==> config.mk <==
export PLATFORM = sky130hd
export DESIGN_NAME = branch_resolve_unit_flat
export DESIGN_NICKNAME = d
export VERILOG_FILES = /design/src/rtl/br_pkg.sv /design/src/rtl/branch_resolve_unit_if.sv /design/src/rtl/br_compare.sv /design/src/rtl/branch_resolve_unit.sv /design/src/flat_wrapper.sv
export SDC_FILE = /design/constraint.sdc
export NUM_CORES = 1
export LEC_CHECK = 0
export ABC_AREA = 1
export ABC_CLOCK_PERIOD_IN_PS = 800
export BUFFER_PORTS_ARGS = -buffer_cell sky130_fd_sc_hd__buf_2
export CORE_ASPECT_RATIO = 1.2
export CORE_UTILIZATION = 43
export DETAILED_ROUTE_END_ITERATION = 6
export MAX_ROUTING_LAYER = met4
export PLACE_DENSITY = 0.86
export REMOVE_ABC_BUFFERS = 1
export SYNTH_ARGS = -nofsm -noshare
export SYNTH_HDL_FRONTEND = slang
export SYNTH_SLANG_ARGS = --single-unit
==> constraint.sdc <==
create_clock -name clk -period 0.8 [get_ports clk]
set_input_delay 0.12 -clock clk [delete_from_list [all_inputs] [get_ports clk]]
set_output_delay 0.12 -clock clk [all_outputs]
set_load 0.03 [all_outputs]
==> src/rtl/br_pkg.sv <==
// ////////////////////////////////////////////////////////////////
// br_pkg: branch type encoding and shared defaults | rev 1.0
// ////////////////////////////////////////////////////////////////
`default_nettype none

package br_pkg;

   localparam int C_XLEN = 32;

   typedef enum logic [2:0] {
      BR_NONE = 3'b000,
      BR_BEQ  = 3'b001,
      BR_BNE  = 3'b010,
      BR_BLT  = 3'b011,
      BR_BGE  = 3'b100,
      BR_BLTU = 3'b101,
      BR_BGEU = 3'b110,
      BR_JUMP = 3'b111
   } br_type_e;

endpackage

`default_nettype wire

==> src/rtl/branch_resolve_unit_if.sv <==
// ////////////////////////////////////////////////////////////////
// branch_resolve_unit_if: EX-stage request and resolved-branch result bus | rev 1.0
// ////////////////////////////////////////////////////////////////
`default_nettype none

interface branch_resolve_unit_if #(
   parameter int XLEN = br_pkg::C_XLEN
);
   logic            valid_i;
   logic            stall_i;
   logic            flush_i;
   logic [2:0]      br_type_i;
   logic [XLEN-1:0] rdata1_i;
   logic [XLEN-1:0] rdata2_i;
   logic [XLEN-1:0] pc_i;
   logic [XLEN-1:0] target_i;
   logic            pred_taken_i;
   logic [XLEN-1:0] pred_target_i;
   logic            valid_o;
   logic            br_taken_o;
   logic            redirect_o;
   logic [XLEN-1:0] redirect_pc_o;

   modport master (
      output valid_i, stall_i, flush_i, br_type_i, rdata1_i, rdata2_i,
             pc_i, target_i, pred_taken_i, pred_target_i,
      input  valid_o, br_taken_o, redirect_o, redirect_pc_o
   );

   modport slave (
      input  valid_i, stall_i, flush_i, br_type_i, rdata1_i, rdata2_i,
             pc_i, target_i, pred_taken_i, pred_target_i,
      output valid_o, br_taken_o, redirect_o, redirect_pc_o
   );
endinterface

`default_nettype wire

==> src/rtl/br_compare.sv <==
// ////////////////////////////////////////////////////////////////
// br_compare: combinational branch condition evaluation | rev 1.0
// ////////////////////////////////////////////////////////////////
`default_nettype none

module br_compare
   import br_pkg::*;
#(
   parameter int XLEN = C_XLEN
) (
   input  wire br_type_e        br_type_i,
   input  wire logic [XLEN-1:0] rdata1_i,
   input  wire logic [XLEN-1:0] rdata2_i,
   output logic                 taken_o
);

   always_comb begin
      taken_o = 1'b0;
      case (br_type_i)
         BR_NONE: taken_o = 1'b0;
         BR_BEQ:  taken_o = (rdata1_i == rdata2_i);
         BR_BNE:  taken_o = (rdata1_i != rdata2_i);
         BR_BLT:  taken_o = ($signed(rdata1_i) <  $signed(rdata2_i));
         BR_BGE:  taken_o = ($signed(rdata1_i) >= $signed(rdata2_i));
         BR_BLTU: taken_o = (rdata1_i <  rdata2_i);
         BR_BGEU: taken_o = (rdata1_i >= rdata2_i);
         BR_JUMP: taken_o = 1'b1;
         default: taken_o = 1'b0;
      endcase
   end

endmodule

`default_nettype wire

==> src/rtl/branch_resolve_unit.sv <==
// ////////////////////////////////////////////////////////////////
// branch_resolve_unit: registered branch resolution, redirect on mispredict;
// optional saturating counters under BR_PERF_CNT_EN | rev 1.0
// ////////////////////////////////////////////////////////////////
`default_nettype none

module branch_resolve_unit
   import br_pkg::*;
#(
   parameter int XLEN        = C_XLEN,
   parameter int INSTR_BYTES = 4
`ifdef BR_PERF_CNT_EN
   ,
   parameter int CNT_W       = 32
`endif
) (
   input  wire logic               clk,
   input  wire logic               rst_n,
   branch_resolve_unit_if.slave    bus
`ifdef BR_PERF_CNT_EN
   ,
   output logic [CNT_W-1:0]        br_count_o,
   output logic [CNT_W-1:0]        mispred_count_o
`endif
);

   br_type_e        w_br_type;
   logic            w_cmp_taken;
   logic            w_is_branch;
   logic            w_mispred;
   logic            w_load;
   logic [XLEN-1:0] w_fallthrough;
   logic [XLEN-1:0] w_next_pc;

   logic            r_valid;
   logic            r_taken;
   logic            r_redirect;
   logic [XLEN-1:0] r_redirect_pc;

   assign w_br_type = br_type_e'(bus.br_type_i);

   br_compare #(
      .XLEN (XLEN)
   ) u_br_compare (
      .br_type_i (w_br_type),
      .rdata1_i  (bus.rdata1_i),
      .rdata2_i  (bus.rdata2_i),
      .taken_o   (w_cmp_taken)
   );

   // Fall-through wraps at 2^XLEN; the carry is deliberately dropped.
   assign w_fallthrough = bus.pc_i + XLEN'(INSTR_BYTES);
   assign w_next_pc     = w_cmp_taken ? bus.target_i : w_fallthrough;
   assign w_is_branch   = bus.valid_i && (w_br_type != BR_NONE);
   assign w_mispred     = w_is_branch &&
                          ((w_cmp_taken != bus.pred_taken_i) ||
                           (w_cmp_taken && (bus.target_i != bus.pred_target_i)));
   assign w_load        = !bus.flush_i && !bus.stall_i;

   always_ff @(posedge clk or negedge rst_n) begin
      if (!rst_n) begin
         r_valid       <= 1'b0;
         r_taken       <= 1'b0;
         r_redirect    <= 1'b0;
         r_redirect_pc <= '0;
      end else if (bus.flush_i) begin
         r_valid    <= 1'b0;
         r_taken    <= 1'b0;
         r_redirect <= 1'b0;
      end else if (!bus.stall_i) begin
         r_valid       <= bus.valid_i;
         r_taken       <= bus.valid_i && w_cmp_taken;
         r_redirect    <= w_mispred;
         r_redirect_pc <= w_next_pc;
      end
   end

   assign bus.valid_o       = r_valid;
   assign bus.br_taken_o    = r_taken;
   assign bus.redirect_o    = r_redirect;
   assign bus.redirect_pc_o = r_redirect_pc;

`ifdef BR_PERF_CNT_EN
   logic [CNT_W-1:0] r_br_count;
   logic [CNT_W-1:0] r_mispred_count;

   always_ff @(posedge clk or negedge rst_n) begin
      if (!rst_n) begin
         r_br_count      <= '0;
         r_mispred_count <= '0;
      end else if (w_load && w_is_branch) begin
         if (r_br_count != '1) begin
            r_br_count <= r_br_count + 1'b1;
         end
         if (w_mispred && (r_mispred_count != '1)) begin
            r_mispred_count <= r_mispred_count + 1'b1;
         end
      end
   end

   assign br_count_o      = r_br_count;
   assign mispred_count_o = r_mispred_count;
`endif

endmodule

`default_nettype wire

==> src/flat_wrapper.sv <==
// flat-port wrapper written by rule: the top's interface ports become plain ports
module branch_resolve_unit_flat import br_pkg::*;
#(
   parameter int XLEN        = C_XLEN,
   parameter int INSTR_BYTES = 4

)
  (clk, rst_n, bus_valid_i, bus_stall_i, bus_flush_i, bus_br_type_i, bus_rdata1_i, bus_rdata2_i, bus_pc_i, bus_target_i, bus_pred_taken_i, bus_pred_target_i, bus_valid_o, bus_br_taken_o, bus_redirect_o, bus_redirect_pc_o);
  branch_resolve_unit_if #(.XLEN(XLEN)) bus_i ();
  input  wire logic clk;
  input  wire logic rst_n;
  input wire logic [$bits(bus_i.valid_i)-1:0] bus_valid_i;
  input wire logic [$bits(bus_i.stall_i)-1:0] bus_stall_i;
  input wire logic [$bits(bus_i.flush_i)-1:0] bus_flush_i;
  input wire logic [$bits(bus_i.br_type_i)-1:0] bus_br_type_i;
  input wire logic [$bits(bus_i.rdata1_i)-1:0] bus_rdata1_i;
  input wire logic [$bits(bus_i.rdata2_i)-1:0] bus_rdata2_i;
  input wire logic [$bits(bus_i.pc_i)-1:0] bus_pc_i;
  input wire logic [$bits(bus_i.target_i)-1:0] bus_target_i;
  input wire logic [$bits(bus_i.pred_taken_i)-1:0] bus_pred_taken_i;
  input wire logic [$bits(bus_i.pred_target_i)-1:0] bus_pred_target_i;
  output wire logic [$bits(bus_i.valid_o)-1:0] bus_valid_o;
  output wire logic [$bits(bus_i.br_taken_o)-1:0] bus_br_taken_o;
  output wire logic [$bits(bus_i.redirect_o)-1:0] bus_redirect_o;
  output wire logic [$bits(bus_i.redirect_pc_o)-1:0] bus_redirect_pc_o;
  assign bus_i.valid_i = bus_valid_i;
  assign bus_i.stall_i = bus_stall_i;
  assign bus_i.flush_i = bus_flush_i;
  assign bus_i.br_type_i = bus_br_type_i;
  assign bus_i.rdata1_i = bus_rdata1_i;
  assign bus_i.rdata2_i = bus_rdata2_i;
  assign bus_i.pc_i = bus_pc_i;
  assign bus_i.target_i = bus_target_i;
  assign bus_i.pred_taken_i = bus_pred_taken_i;
  assign bus_i.pred_target_i = bus_pred_target_i;
  assign bus_valid_o = bus_i.valid_o;
  assign bus_br_taken_o = bus_i.br_taken_o;
  assign bus_redirect_o = bus_i.redirect_o;
  assign bus_redirect_pc_o = bus_i.redirect_pc_o;
  branch_resolve_unit #(.XLEN(XLEN), .INSTR_BYTES(INSTR_BYTES)) u_core (.clk(clk), .rst_n(rst_n), .bus(bus_i));
endmodule
# --- Yosys cells after proc, flatten, opt, wreduce, memory -nomap -nowiden ---
# Index checks and enable logic that the tools add are counted.
totals:
  register_bits: 35
  inputBits: 169
  output_inout_bits: 35
  word_cells: 39
classes:
  addsub: 1
  order_cmp: 4
  eq_ne: 12
  muxes: 8
  bitwise: 2
  reduce_logical: 8
ops:
  columns: ["operator", "count"]
  rows:
  - ["$ge A32 B32 Y1", 2]
  - ["$lt A32 B32 Y1", 2]
  - ["$ne A32 B32 Y1", 2]
  - ["$add A32 B3 Y32 const B", 1]
  - ["$eq A32 B32 Y1", 1]
  - ["$mux W32", 1]
  - ["$eq A3 B3 Y1 const B", 4]
  - ["$pmux W1 S8", 1]
  - ["$eq A3 B2 Y1 const B", 2]
  - ["$mux W1", 6]
  - ["$logic_and A1 B1 Y1", 4]
  - ["$eq A3 B1 Y1 const B", 1]
  - ["$logic_not A3 Y1", 1]
  - ["$reduce_bool A3 Y1", 1]
  - ["$ne A2 B1 Y1 const B", 1]
  - ["$not A1 Y1", 2]
  - ["$reduce_and A2 Y1", 1]
  - ["$logic_or A1 B1 Y1", 1]
  - ["$ne A1 B1 Y1", 1]

# --- Depth between registers and ports, before layout ---
# Gate-level depths: netlist of run 1.
depth:
  depth_word: 7
  ltp_mapped: 22
  ltp_nobuf: 21

# --- By module ---
# Synthesis of run 1 repeated with hierarchy kept, for this count alone.
hier_totals:
  hier_cells: 704
  area_unflattened_um2: 4122.7
modules_own_cells:
  columns: ["module", "instances", "cells_each", "area_each_um2", "seq_area_each_um2"]
  rows:
  - ["branch_resolve_unit", 1, 541, 3110.5, 875.8]
  - ["br_compare", 1, 163, 1012.2, 0.0]

# --- Least setup slack after synthesis of run 1 ---
# No wires, ideal clock.
synth_timing:
  kind: "input to register"
  start: "input bus_rdata2_i[31]"
  end: "register u_core.r_redirect_pc[20] (netlist: u_core.bus.redirect_pc_o[20])"
  setup_time_ns: 0.117
  t_arrival_ns: 1.801
  required_ns: 0.683
  setup_slack_ns: -1.117
  path_stages: 16
  n_path_buf: 1
  path_cell_list: "inv_1 > ha_1 > nand2_2 > nor2_4 > nand2_2 > nor3_4 > nand2_2 > a21oi_2 > nand2_2 > nor2_4 > nand3_4 > nand2_8 > buf_12 > nand2_2 > nand3_2 > nand2_1"
synth_between:
  elab_chain_cells: 3
  word_cells_on_any_way: 8
  classes_between: "order compare: 4; eq/ne: 2; mux: 2"
synth_lines:
  columns: ["element", "line", "rtl"]
  rows:
  - ["start: declaration", "flat_wrapper.sv:17", "input wire logic [$bits(bus_i.rdata2_i)-1:0] bus_rdata2_i;"]
  - ["$ge A32 B32 Y1, or another cell as far along", "br_compare.sv:26", "BR_BGEU: taken_o = (rdata1_i >= rdata2_i);"]
  - ["$pmux W1 S8 *", "br_compare.sv:19", "case (br_type_i)"]
  - ["$mux W32 *", "branch_resolve_unit.sv:53", "assign w_next_pc = w_cmp_taken ? bus.target_i : w_fallthrough;"]
  - ["end signal: assignment", "branch_resolve_unit.sv:74", "r_redirect_pc <= w_next_pc;"]
  - ["end: declaration", "branch_resolve_unit.sv:38", "logic [XLEN-1:0] r_redirect_pc;"]
# Mark *: on every way between the ends. The rest lies on a longest branch, timed or not.
# A chain may end at the register's enable or synchronous reset.

# --- Worst setup path in the final report of run 1 ---
layout_timing:
  start: "input bus_rdata2_i[17]"
  end: "register u_core.r_redirect_pc[21] (netlist: u_core.bus.redirect_pc_o[21])"
# The elaborated chain is that of the path after synthesis.

==> impl_metrics.py, run 1 <==
metrics = {
    "outcome": {
        "status": "finished with violations",
        "violations": "design-rule violations, negative setup slack",
    },
    "layout": {
        "seqCellArea_sq_um": 878,
        "nNetsFinal": 1148,
        "fill_cells": 580,
        "multi_input_area_sq_mm": 0.00333,
        "final_layout_size_suffix_gt1_frac": 0.547,
        "area_growth_pct": 76.3,
    },
    "die": {
        "fp.dieH_microns": 111,
        "fp.dieW_microns": 92.8,
        "dieArea_sq_mm": 0.0103,
        "initial_core_util": 0.445,
        "num_rows": 39,
        "io_pins": 204,
        "core_sq_mm": 0.00956,
    },
    "sta": {
        "fin_crit_ns": 2.07,
        "setup_slack_ns": -1.27,
        "fmax_ghz": 0.483,
        "slew_headroom": 0.636,
        "setup_viol": 70,
        "hold_ws_ns": 0.0956,
        "period_share": 2.59,
        "rsz0062_at_grt": "true",
        "tightest_slew_ns": 0.542,
        "final_hold_viol_count": 0,
        "skew_ns": 0,
        "slew_viol_final": 0,
    },
    "pwr": {
        "p_total_w": 0.00998,
        "p_per_area_mw_per_mm2": 1330,
        "power.leakage_nw": 4.12,
        "ir_worst_vdd_mv": 0.800,
    },
    "placement": {
        "gp_congestion": 0.938,
        "dp_hpwl_mm": 12.0,
        "io_buffer_count": 203,
    },
    "clock_tree": {
        "path_clk_slew_ns": 0.06,
        "cts.sinks": 35,
        "cts_made_buffers": 5,
        "cts_root_buffer": "clkbuf_16",
        "cts.path.max_buffers": 2,
        "worstSkewPairLatency_ns": 0.28,
        "cts_tree": "built",
        "ctsHtreeMaxLevel": 2,
    },
    "global_routing": {
        "grt_use_total": 0.348,
        "grt_max_degree": 36,
        "overflow": 0,
        "grt_pass1_vias": 5731,
        "grt_first_pass_wirelength_mm": 27.0,
        "antenna_found_initial": 3,
    },
    "synth": {
        "ys_seq_area_frac": 0.206,
        "synth_ff_type": "dfrtp_1",
        "synth_top_cell_area_share": 0.206,
        "synthesis.area_sq_mm": 0.00426,
        "synth_area_leaders": "dfrtp_1, nand2_1, nand3_2",
        "synth-edff-count": 0,
        "synth_cell_types": 38,
        "synth.avg_cell_area_sq_um": 6.92,
        "synth_top_area_cell": "dfrtp_1",
        "ys.warnings.count": 0,
        "synth-seq-cells": 35,
        "synthCells": 615,
        "async_flop_share": 1.00,
    },
    "min_path": {
        "hold_depth": 3,
        "hp-class": "input port to register",
    },
    "detailed_routing": {
        "routed_wl_mm": 18.8,
        "dr.pass1.iters": 7,
        "drt_iter0_drc": 466,
        "viasPerCell": 5.37,
        "ant_nets": 0,
        "drc": 1,
        "wl_per_cell_microns": 17.5,
        "via_count": 5765,
    },
    "critical_path": {
        "worstPathMaxFanout": 8,
        "cp.arrival_ns": 2.25,
        "cp.required_ns": 0.98,
        "path_class": "input port to register",
        "crit_path_end_kind": "register",
        "start_kind": "input port",
        "worst_r2r_path_depth": 4,
    },
    "job": {
        "drv_cap": 0,
    },
}
## kinds of logic after synthesis
group	after synthesis	share of synthesized area
XOR/XNOR	37	0.0762
AO/OA/AOI/OAI	44	0.0638
flip-flops	35	0.206
AND/OR/NAND/NOR	332	0.421
adder cells (fa/ha/maj)	33	0.0970
buffers and inverters	134	0.136
## cell usage after synthesis (3+ instances only)
cell type	count
a211oi_1	3
a21oi_1	15
a221oi_1	3
buf_12	3
buf_2	3
buf_6	3
clkbuf_1	6
dfrtp_1	35
ha_1	33
inv_1	110
inv_2	9
nand2_1	147
nand2_2	34
nand3_1	42
nand3_2	43
nand4_1	9
nor2_1	28
nor2_2	3
nor3_1	10
nor3_2	3
nor4_1	5
o21ai_0	7
o22ai_1	6
xnor2_1	9
xor2_1	28
## final cells by class
cell class / count / share of cell area
multi-input cells: 446 / 0.444
repair buffers: 339 / 0.334
flip-flops and latches: 35 / 0.117
inverters: 119 / 0.0602
well taps: 123 / 0.0205
clock buffers: 5 / 0.0167
clock inverters: 3 / 0.00584
diodes: 4 / 0.00133
## power breakdown
part,switching [W],internal (W),total (W)
logic,0.00285,0.00250,0.00536
registers,0.000269,0.00208,0.00235
clock network,0.000808,0.00147,0.00228
## worst max-delay path, stage by stage
cell     delay, ns
buf_2         0.09
inv_1         0.11
ha_4          0.22
nand2_1       0.06
nand2_1       0.06
nand2_1       0.06
nand2_1       0.07
nand2_1       0.11
nand2_1       0.09
a21oi_2       0.24
nand3_1       0.11
nand2_1       0.08
inv_2         0.04
nor2_4        0.11
nand3_4       0.14
nand2_8       0.16
buf_12        0.17
nand2_4       0.06
nand3_2       0.06
nand2_2       0.06
## through the flow
step	std cells	TNS (ns)	cell area, sq um	utilization	setup WS (ns)
after floorplan	600	-81.98	4120	-	-2.42
after global placement	1037	-43.75	6270	0.656	-1.31
after detailed placement	1037	-46.54	6270	0.656	-1.39
after CTS	1057	-39.53	7110	0.743	-1.04
after global routing	1074	-51.49	7500	0.785	-1.37
final	1074	-47.39	7500	0.785	-1.27
## layer usage
metal	part of all wire	track usage	routed length [microns]
met1	0.34	0.357	6330
met2	0.50	0.596	9480
met3	0.081	0.0782	1520
met4	0.079	0.213	1490
met5	0	-	0
## final timing paths
path / startpoint / to / slack, ns
max in group asynchronous: rst_n / u_core.bus.redirect_pc_o[21] / 0.27
worst max register to register: u_core.bus.redirect_o / u_core.bus.redirect_o / -0.03
worst min register to register: u_core.bus.redirect_pc_o[7] / u_core.bus.redirect_pc_o[7] / 0.50
worst min-delay path: bus_valid_i / u_core.bus.valid_o / 0.1
min in group asynchronous: rst_n / u_core.bus.redirect_pc_o[31] / 0.32
worst max-delay path: bus_rdata2_i[17] / u_core.bus.redirect_pc_o[21] / -1.27
## flip-flops by register name (all words and copies together) (netlist names)
| register | flops |
|---|---|
| u_core.bus.br_taken_o | 1 |
| u_core.bus.redirect_pc_o | 32 |
| u_core.bus.valid_o | 1 |
| u_core.bus.redirect_o | 1 |
## repair_timing
action,4_1_cts,5_1_grt
pin swaps,14,46
gates resized for setup,136,52
endpoints found under the setup margin,69,69
cloned,0,1
endpoints found under the hold margin,35,0
buffers inserted,11,12
hold buffers,1,0
## cell usage in the layout, fill, tap and decap left out, types with 11 or more instances in the layout
cell type and n:
nand2_4 24, buf_2 153, inv_1 96, buf_6 50, nand2_2 24, ha_4 22, nand2_1 133, nand3_2 49
nand3_1 36, inv_2 21, buf_4 123, buf_12 11, dfrtp_1 33, xor2_1 28, ha_1 11, nor2_1 23
Note: power is estimated with default switching activity, not from simulation.
==> run 2: changes to the inputs <==
--- a/config.mk
+++ b/config.mk
@@ -9,10 +9,11 @@
 export ABC_CLOCK_PERIOD_IN_PS = 800
 export BUFFER_PORTS_ARGS = -buffer_cell sky130_fd_sc_hd__buf_2
 export CORE_ASPECT_RATIO = 1.2
-export CORE_UTILIZATION = 43
+export CORE_MARGIN = 10
+export CORE_UTILIZATION = 42
 export DETAILED_ROUTE_END_ITERATION = 6
 export MAX_ROUTING_LAYER = met4
-export PLACE_DENSITY = 0.86
+export PLACE_DENSITY = 0.85
 export REMOVE_ABC_BUFFERS = 1
 export SYNTH_ARGS = -nofsm -noshare
 export SYNTH_HDL_FRONTEND = slang
==> impl_metrics.py, run 2 (same netlist as run 1, synthesis figures left out) <==
metrics = {
    "placement": {
        "gp_congestion": 0.980,
        "io_buffer_count": 203,
        "place_area_sq_mm": 0.00626,
        "dp_hpwl_mm": 14.2,
        "dp_slack_ns": -1.41,
    },
    "critical_path": {
        "cp.required_ns": 0.96,
        "r2r_slack_ns": -0.07,
        "start_kind": "input port",
        "r2r-end": "u_core.bus.redirect_pc_o[22]",
        "worstPathMaxFanout": 7,
        "path_cells": "buf_2, inv_2, ha_4, nand2_2, inv_2, nand2_1, nand2_1, nand2_1, nand2_2, a21oi_4, nand3_2, nand2_2, inv_2, nor2_4, nand3_4, nand2_8, buf_12, nand2_2, nand3_2, nand2_1",
        "startpoint": "bus_rdata2_i[18]",
        "endpoint": "u_core.bus.redirect_pc_o[28]",
        "cp.arrival_ns": 2.22,
        "worst_r2r_path_depth": 4,
        "worstSetupPathDepth": 20,
        "crit_path_end_kind": "register",
        "crit_buf_inv": 5,
        "cpPeakStageDelay_ns": 0.24,
        "path_class": "input port to register",
        "crit_slowest_cell": "a21oi_4",
        "r2r-start": "u_core.bus.redirect_pc_o[22]",
        "cp_top_family": "simple AND/OR/NAND/NOR gates",
    },
    "detailed_routing": {
        "ant_nets": 0,
        "drc": 0,
        "dr.pass1.iters": 7,
        "wl_per_cell_microns": 19.4,
        "via_count": 5852,
        "routed_wl_mm": 21.0,
        "viasPerCell": 5.41,
        "drt_iter0_drc": 588,
    },
    "global_routing": {
        "antenna_found_initial": 1,
        "grt_first_pass_wirelength_mm": 27.8,
        "overflow": 0,
        "grt_pass1_vias": 5876,
        "grt_use_total": 0.239,
        "grt_max_degree": 36,
    },
    "clock_tree": {
        "cts_tree": "built",
        "cts_root_buffer": "clkbuf_16",
        "path_clk_slew_ns": 0.06,
        "cts.sinks": 35,
        "worstSkewPairLatency_ns": 0.28,
        "ctsHtreeMaxLevel": 2,
        "cts.path.max_buffers": 2,
        "cts_made_buffers": 5,
    },
    "layout": {
        "final_layout_size_suffix_gt1_frac": 0.561,
        "nNetsFinal": 1155,
        "fin_util": 0.757,
        "fill_cells": 617,
        "largest_register_ff_count": 32,
        "layout_commonest_cell": "buf_2",
        "fin_area_sq_mm": 0.00754,
        "final_cell_mix": "buf_2, buf_4, nand2_1",
        "area_growth_pct": 77.2,
    },
    "sta": {
        "setup_viol": 69,
        "skew_ns": 0,
        "period_share": 2.57,
        "rsz0062_at_grt": "true",
        "setup_slack_ns": -1.25,
        "final_hold_viol_count": 0,
        "slew_viol_final": 0,
        "fin_crit_ns": 2.05,
        "slew_headroom": 0.593,
        "fmax_ghz": 0.487,
        "hold_ws_ns": 0.0869,
        "tightest_slew_ns": 0.605,
    },
    "die": {
        "num_rows": 40,
        "initial_core_util": 0.427,
        "fp.dieW_microns": 112,
        "io_pins": 204,
        "fp.dieH_microns": 130,
        "dieArea_sq_mm": 0.0146,
        "core_sq_mm": 0.00996,
    },
    "min_path": {
        "hp-class": "input port to register",
        "hold_depth": 3,
    },
    "outcome": {
        "status": "finished with violations",
        "violations": "negative setup slack",
    },
    "pwr": {
        "power.leakage_nw": 4.10,
        "p_per_area_mw_per_mm2": 1340,
        "ir_worst_vdd_mv": 0.954,
    },
    "job": {
        "drv_cap": 0,
    },
}
[run 2: changes by cell type in the layout (fill, tap and decap cells not counted), moves of 3 or more]
cell,before,now
a21oi_1,7,11
a21oi_2,10,5
buf_12,11,7
buf_4,123,129
ha_1,11,8
ha_4,22,25
inv_1,96,91
inv_2,21,24
nand2_1,133,127
nand2_2,24,42
nand2_4,24,13
nand3_1,36,32
nand3_2,49,53
[run 2: worst reg2reg max path, cell delays in order, from the launching register on]
cell and delay, ns:
dfrtp_1 0.40, buf_4 0.14, buf_4 0.12, nand2_1 0.05, nand2_1 0.05
[run 2: layer usage]
layer  GRT usage  wire length (microns)
met1       0.244                   7540
met2       0.434                  10900
met3      0.0427                   1530
met4       0.117                   1040
met5           -                      0
[run 2: power by group]
part | internal [W] | switching [W]
registers | 0.00207 | 0.000244
clock network | 0.00155 | 0.000808
logic | 0.00254 | 0.00291
total | 0.00616 | 0.00397
[run 2: layout make-up]
class / count / area [sq um] / share of cell area
Multi-Input combinational cell: 447 / 3340 / 0.442
Timing Repair Buffer: 345 / 2530 / 0.336
Sequential cell: 35 / 876 / 0.116
Inverter: 119 / 457 / 0.0606
Tap cell: 126 / 158 / 0.0209
Clock buffer: 6 / 139 / 0.0184
Clock inverter: 2 / 35.0 / 0.00465
Antenna cell: 2 / 5.00 / 0.000664
[run 2: how the worst min path moves through the flow]
stage	start	endpoint	slack (ns)
finish	bus_valid_i	u_core.bus.valid_o	0.09
global route	bus_valid_i	u_core.bus.valid_o	0.11
CTS	bus_valid_i	u_core.bus.valid_o	0.09
detailed placement	rst_n	u_core.bus.redirect_pc_o[20]	0.11
global placement	rst_n	u_core.bus.redirect_pc_o[29]	0.10
floorplan	rst_n	u_core.bus.br_taken_o	-0.18
[run 2: what timing repair did]
action,CTS,global route
setup buffers,15,8
endpoints found under the setup margin,69,69
hold buffers,1,0
hold endpoints to repair,35,0
gates cloned,1,2
pin swaps,2,46
gates resized for setup,115,78
[run 2: per-stage QoR]
step                      std cells  setup TNS (ns)  power [W]
after floorplan                 600          -81.98    0.00437
after global placement         1045          -44.89    0.00619
after detailed placement       1045          -46.62    0.00631
after CTS                      1070          -39.90    0.00940
after global routing           1081          -52.30     0.0106
final                          1082          -45.57     0.0101
